$ cat config.mk
export PLATFORM = sky130hd
export DESIGN_NAME = port_resp_arb
export DESIGN_NICKNAME = d
export VERILOG_FILES = /design/src/rtl/port_resp_arb.sv
export SDC_FILE = /design/constraint.sdc
export NUM_CORES = 1
export LEC_CHECK = 0
export CAP_MARGIN = 20
export CORE_AREA = 8 8 252 254
export CTS_CLUSTER_DIAMETER = 30
export CTS_CLUSTER_SIZE = 40
export DETAILED_ROUTE_END_ITERATION = 12
export DIE_AREA = 0 0 260 262
export PLACE_DENSITY = 0.52
export RECOVER_POWER = 25
export SYNTH_ARGS = -nofsm -noshare
export SYNTH_HDL_FRONTEND = slang
export SYNTH_SLANG_ARGS = --single-unit
$ cat constraint.sdc
create_clock -name i_clk -period 7 [get_ports i_clk]
set_clock_uncertainty 0.15 [all_clocks]
set_input_delay 1.75 -clock i_clk [delete_from_list [all_inputs] [get_ports i_clk]]
set_output_delay 1.75 -clock i_clk [all_outputs]
set_load 0.1 [all_outputs]
$ cat src/rtl/port_resp_arb.sv
// Output-port request/response arbiter: round-robin grant of one input channel, then re-framing
// of that channel's packet toward the packet-memory writer while tracking free RAM blocks.
module port_resp_arb #(
  parameter int unsigned          PORTNUM   = 16,
  parameter int unsigned          DWIDTH    = 32,
  parameter int unsigned          RAMWIDTH  = 11,
  parameter logic [RAMWIDTH-1:0]  RAMBLOCKS = 11'd1024,
  parameter int unsigned          TIMEOUT   = 16,
  localparam int unsigned         SrcW      = $clog2(PORTNUM)
) (
  input  logic                i_clk,
  input  logic                i_rst_n,
  input  logic [PORTNUM-1:0]  i_req,
  input  logic [PORTNUM-1:0]  i_sop,
  input  logic [DWIDTH-1:0]   i_data [PORTNUM-1:0],
  input  logic [PORTNUM-1:0]  i_data_vld,
  input  logic                i_free,
  input  logic [RAMWIDTH-1:0] i_free_blocks,
  output logic [PORTNUM-1:0]  o_resp,
  output logic [PORTNUM-1:0]  o_nresp,
  output logic                o_ready,
  output logic [RAMWIDTH-1:0] o_ramspace,
  output logic                o_sop,
  output logic                o_eop,
  output logic                o_data_vld,
  output logic [DWIDTH-1:0]   o_data,
  output logic [SrcW-1:0]     o_src,
  output logic                o_err
);

  localparam int unsigned BeatW = 10;
  localparam int unsigned ToW   = $clog2(TIMEOUT + 1);
  localparam int unsigned SumW  = RAMWIDTH + 2;

  typedef enum logic [1:0] {StIdle, StWaitSop, StRecv} state_e;

  state_e               state_q, state_d;
  logic [SrcW-1:0]      gnt_q, gnt_d, rr_ptr_q, rr_ptr_d;
  logic [BeatW-1:0]     beat_cnt_q, beat_cnt_d, need_beats_q, need_beats_d;
  logic [ToW-1:0]       to_cnt_q, to_cnt_d;
  logic [RAMWIDTH-1:0]  ramspace_q, ramspace_d;
  logic [PORTNUM-1:0]   resp_q, resp_d, nresp_q, nresp_d;
  logic                 ready_q, ready_d, sop_q, sop_d, eop_q, eop_d, vld_q, vld_d, err_q, err_d;
  logic [DWIDTH-1:0]    data_q, data_d;
  logic [SrcW-1:0]      src_q, src_d;

  logic [SrcW-1:0]      pick, scan_idx;
  logic                 pick_vld;
  logic [10:0]          len_ext;
  logic [BeatW-1:0]     hdr_need, last_need;
  logic [RAMWIDTH:0]    hdr_blocks, blk_sub;
  logic [RAMWIDTH-1:0]  free_add;
  logic [SumW-1:0]      space_sum;
  logic                 hdr_fire, timeout, underflow, overflow;

  // First requester at or above rr_ptr, wrapping (PORTNUM is a power of 2).
  always_comb begin
    pick     = '0;
    pick_vld = 1'b0;
    scan_idx = '0;
    for (int unsigned i = 0; i < PORTNUM; i++) begin
      scan_idx = rr_ptr_q + SrcW'(i);
      if (!pick_vld && i_req[scan_idx]) begin
        pick     = scan_idx;
        pick_vld = 1'b1;
      end
    end
  end

  // Header length L lives in bits [16:7]; beats = 1 + ceil((L+1)/4), blocks = ceil((L+5)/64).
  always_comb begin
    len_ext    = {1'b0, i_data[gnt_q][16:7]};
    hdr_need   = BeatW'((len_ext + 11'd4) >> 2) + BeatW'(1);
    hdr_blocks = (RAMWIDTH+1)'((len_ext + 11'd68) >> 6);
  end

  always_comb begin
    state_d      = state_q;
    gnt_d        = gnt_q;
    rr_ptr_d     = rr_ptr_q;
    beat_cnt_d   = beat_cnt_q;
    need_beats_d = need_beats_q;
    to_cnt_d     = to_cnt_q;
    resp_d       = '0;
    nresp_d      = '0;
    sop_d        = 1'b0;
    eop_d        = 1'b0;
    vld_d        = 1'b0;
    data_d       = data_q;
    src_d        = src_q;
    timeout      = 1'b0;
    hdr_fire     = 1'b0;
    last_need    = need_beats_q;
    unique case (state_q)
      StIdle: begin
        if (pick_vld) begin
          resp_d[pick]  = 1'b1;
          nresp_d       = i_req;
          nresp_d[pick] = 1'b0;
          gnt_d         = pick;
          rr_ptr_d      = pick + SrcW'(1);
          to_cnt_d      = '0;
          state_d       = StWaitSop;
        end
      end
      StWaitSop: begin
        nresp_d = i_req;
        if (i_sop[gnt_q]) begin
          beat_cnt_d = '0;
          state_d    = StRecv;
        end else if (to_cnt_q == ToW'(TIMEOUT - 1)) begin
          timeout = 1'b1;
          state_d = StIdle;
        end else begin
          to_cnt_d = to_cnt_q + ToW'(1);
        end
      end
      StRecv: begin
        nresp_d = i_req;
        if (i_data_vld[gnt_q]) begin
          vld_d      = 1'b1;
          data_d     = i_data[gnt_q];
          src_d      = gnt_q;
          beat_cnt_d = beat_cnt_q + BeatW'(1);
          if (beat_cnt_q == '0) begin
            hdr_fire     = 1'b1;
            sop_d        = 1'b1;
            need_beats_d = hdr_need;
            last_need    = hdr_need;
          end
          if (beat_cnt_d == last_need) begin
            eop_d   = 1'b1;
            state_d = StIdle;
          end
        end
      end
      default: state_d = StIdle;
    endcase
  end

  // Free-block accounting in a wider signed-by-MSB sum so both clamp directions are visible.
  always_comb begin
    free_add   = i_free ? i_free_blocks : '0;
    blk_sub    = hdr_fire ? hdr_blocks : '0;
    space_sum  = SumW'(ramspace_q) + SumW'(free_add) - SumW'(blk_sub);
    underflow  = space_sum[SumW-1];
    overflow   = !underflow && (space_sum > SumW'(RAMBLOCKS));
    if (underflow) begin
      ramspace_d = '0;
    end else if (overflow) begin
      ramspace_d = RAMBLOCKS;
    end else begin
      ramspace_d = space_sum[RAMWIDTH-1:0];
    end
    err_d   = timeout | underflow | overflow;
    ready_d = (state_q == StIdle) && !(|i_req) && (ramspace_d != '0);
  end

  always_ff @(posedge i_clk or negedge i_rst_n) begin
    if (!i_rst_n) begin
      state_q      <= StIdle;
      gnt_q        <= '0;
      rr_ptr_q     <= '0;
      beat_cnt_q   <= '0;
      need_beats_q <= '0;
      to_cnt_q     <= '0;
      ramspace_q   <= RAMBLOCKS;
      resp_q       <= '0;
      nresp_q      <= '0;
      ready_q      <= 1'b1;
      sop_q        <= 1'b0;
      eop_q        <= 1'b0;
      vld_q        <= 1'b0;
      data_q       <= '0;
      src_q        <= '0;
      err_q        <= 1'b0;
    end else begin
      state_q      <= state_d;
      gnt_q        <= gnt_d;
      rr_ptr_q     <= rr_ptr_d;
      beat_cnt_q   <= beat_cnt_d;
      need_beats_q <= need_beats_d;
      to_cnt_q     <= to_cnt_d;
      ramspace_q   <= ramspace_d;
      resp_q       <= resp_d;
      nresp_q      <= nresp_d;
      ready_q      <= ready_d;
      sop_q        <= sop_d;
      eop_q        <= eop_d;
      vld_q        <= vld_d;
      data_q       <= data_d;
      src_q        <= src_d;
      err_q        <= err_d;
    end
  end

  assign o_resp     = resp_q;
  assign o_nresp    = nresp_q;
  assign o_ready    = ready_q;
  assign o_ramspace = ramspace_q;
  assign o_sop      = sop_q;
  assign o_eop      = eop_q;
  assign o_data_vld = vld_q;
  assign o_data     = data_q;
  assign o_src      = src_q;
  assign o_err      = err_q;

endmodule

==> results.yml <==
floorplanning:
  rows: 90
  core_area_sq_mm: 0.0596
  dieHeight_microns: 262
  die_area_sq_mm: 0.0681
  io_pins: 658
  initial_core_util_pct: 21.7
  die_w_microns: 260
global_routing:
  grt_pass1_wl_microns: 107000
  grt_use_met3_pct: 5.68
  busiest_layer: "met2"
  grt_usage_pct: 21.9
  antenna_found_initial: 42
  grtUsageMet2_pct: 38.3
  gr-usage-met1_pct: 27.4
  grt_max_degree: 70
  grt_pass1_vias: 14100
  grt_overflow_total: 0
power:
  p_leak_nw: 8.25
  irDropWorstVdd_uv: 357
  power_mw: 11.8
  p_per_area_mw_per_mm2: 551
logic_synthesis:
  avgSynthCellArea_sq_um: 10.8
  yosys_warnings: 0
  synth_edf_count: 0
  synthArstFlopShare_pct: 100
  syn_inst: 1197
  synth_largest_area_cell: "mux4_2"
  synth_seq_cells: 119
  ys_seq_area_share_pct: 23.0
  synthTopCellsByArea: "mux4_2 30%, dfrtp_1 23%, mux2_2 4.5%"
  synth_top_cell_area_share_pct: 30.0
  synth-main-ff-cell: "dfrtp_1"
  ys_types: 95
  syn_nets: 1815
  syn_area_sq_mm: 0.0129
clock_tree:
  clk_latency_ps: 430
  clockBufferDepth: 2
  cts_tree: "yes"
  htree_levels: 4
  cts_hold_buf: 0
  path_clk_slew_ps: 60
  cts_sinks: 119
  cts_root_buf: "clkbuf_16"
  numCtsBuffers: 17
sta:
  drv_slew: 70
  min_period_ps: 6930
  tightest_slew_ps: 3940
  fmax_mhz: 144
  setup_viol: 0
  hold_viol: 0
  maxSlewHeadroom_pct: -163
  period_share_pct: 99.0
  rsz0062_at_grt: "yes"
  tns_ps: 0
outcome:
  violations: "max-capacitance violations, max-slew violations"
  status: "complete, but fails checks"
layout:
  drive_above_1_share_pct: 21.1
  num-nets-final: 2484
  fillers: 5965
  syn_to_final_growth_pct: 65.4
  post-route-util_pct: 35.9
  mostFrequentLayoutCell: "clkdlybuf4s50_1"
  stdcell_count: 2670
  mostFrequentLayoutCells: "641 x clkdlybuf4s50_1, 172 x mux4_2, 124 x nand2_1, 113 x dfrtp_1, 82 x buf_4"
place:
  gp_congestion: 0.951
  hpwl_microns: 67100
  io_buffers: 657
  place_inst: 2627
routing:
  first_pass_iters: 5
  wl_per_cell_microns: 29.1
  drc_errors: 0
  totalWireLength_microns: 77600
  routed-via-count: 13500
  viasPerCell: 5.05
  drt_iter0_drc: 903
  ant_nets: 0
worst_setup_path:
  startpoint_type: "input port"
  worst_ep_required_time_ps: 7190
  worstPathArrival_ps: 7110
  path_max_fanout: 10
  critPathCaptureType: "flop"
  crit_type: "input port to flop"
flow_run:
  max_cap_viol_count: 1
worst_hold_path:
  hold_class: "flop to flop"
worst max-delay path: stages:
cell and delay [ps]:
clkdlybuf4s50_1 410, mux4_1 530, nand2_1 90, and4_4 260
inv_1 60, ha_1 210, nand2b_1 70, a2111oi_1 60
buf_4 160, or2_0 230, o21ai_2 180, xor2_1 170
nor2_1 80, fa_1 490, inv_1 70, ha_4 280
a21oi_2 50, o21bai_1 200, a21oi_2 100, o21bai_1 160
a21oi_2 80, o21bai_1 240, a2111oi_0 130, or3_1 420
xnor2_2 180, buf_4 190, nor3_1 220
stage by stage:
stage | setup WS, ps | instance area (sq um) | hold slack, ps
final | 73.5 | 21400 | 323
after global routing | -75.4 | 21400 | 345
after CTS | 44.6 | 21300 | 328
after detailed placement | -671 | 20600 | 313
after global placement | -618 | 20600 | 307
after floorplan | 16.7 | 12900 | 292
sequential cells by signal, indices dropped and copies added (netlist names):
register / cells
o_eop: 1
o_resp: 16
state_q: 2
to_cnt_q: 5
o_nresp: 16
o_ramspace: 11
gnt_q: 4
o_src: 4
rr_ptr_q: 4
o_sop: 1
o_data: 32
o_data_vld: 1
beat_cnt_q: 10
need_beats_q: 10
o_err: 1
o_ready: 1
layer usage:
metal  up-vias  part of all wire, %
met4        12                 0.90
met1      6808                   41
met3        76                  8.1
met2       623                   50
li1       5963                    -
met5         -                 0.10
Yosys cell counts, types with 7 or more instances:
cell	count
mux4_2	172
clkbuf_1	43
and3_1	8
and2_1	11
nand2_1	125
o31ai_1	7
o22ai_1	9
buf_1	13
buf_2	13
xnor2_1	35
mux2i_1	41
nor2b_1	11
nor3b_1	8
nor3_1	16
nor2_1	75
ha_1	39
mux2_2	52
a211oi_1	9
xor2_1	12
inv_1	67
nand2b_1	20
a21oi_1	50
dfrtp_1	117
a31oi_1	8
nand3_1	14
o21ai_0	54
o21bai_1	9
layout make-up:
class | count | area, sq um | area share [%]
multi-input cells | 928 | 9400 | 43.9
repair buffers | 729 | 7090 | 33.1
flip-flops and latches | 119 | 2990 | 14.0
well taps | 782 | 978 | 4.57
clock buffers | 18 | 429 | 2.01
inverters | 71 | 268 | 1.25
clock inverters | 14 | 211 | 0.989
diodes | 9 | 22.5 | 0.105
path summary, 6_finish.rpt:
path                                           start                 endpoint  slack (ps)  cells after the start
worst max-delay path                     i_data[138]  o_ramspace[2]$_DFF_PN0_          70                     27
worst min-delay path            o_src[1]$_DFFE_PN0P_     o_src[1]$_DFFE_PN0P_         320                      2
worst max register to register  gnt_q[0]$_DFFE_PN0P_  o_ramspace[2]$_DFF_PN0_         910                     26
worst min register to register  o_src[1]$_DFFE_PN0P_     o_src[1]$_DFFE_PN0P_         320                      2
max in group asynchronous                    i_rst_n     gnt_q[3]$_DFFE_PN0P_        1120                      2
min in group asynchronous                    i_rst_n  o_ramspace[5]$_DFF_PN0_        2530                      1
kinds of logic after synthesis:
logic type / count (synthesis) / synth area share (%)
AOI/OAI and AO/OA: 221 / 11.6
and+or+nand+nor: 334 / 12.6
xor gates and xnor gates: 50 / 3.70
muxes: 278 / 39.4
DFF: 119 / 23.0
adders and majority gates: 44 / 4.55
buffers and inverters: 151 / 5.09
power breakdown:
| group | internal, mW | leakage [nW] | switching, mW | total [mW] |
|---|---|---|---|---|
| combinational | 3.85 | 6.42 | 5.74 | 9.59 |
| sequential | 0.956 | 1.52 | 0.257 | 1.21 |
| clock | 0.608 | 0.310 | 0.379 | 0.987 |
| total | 5.42 | 8.25 | 6.37 | 11.8 |
timing repair:
action,4_1_cts,5_1_grt
gates resized for setup,4,19
setup endpoints to repair,12,13
cloned,1,0
setup buffers,0,1
pin swaps,1,6
Power figures use the tool's default switching activity.
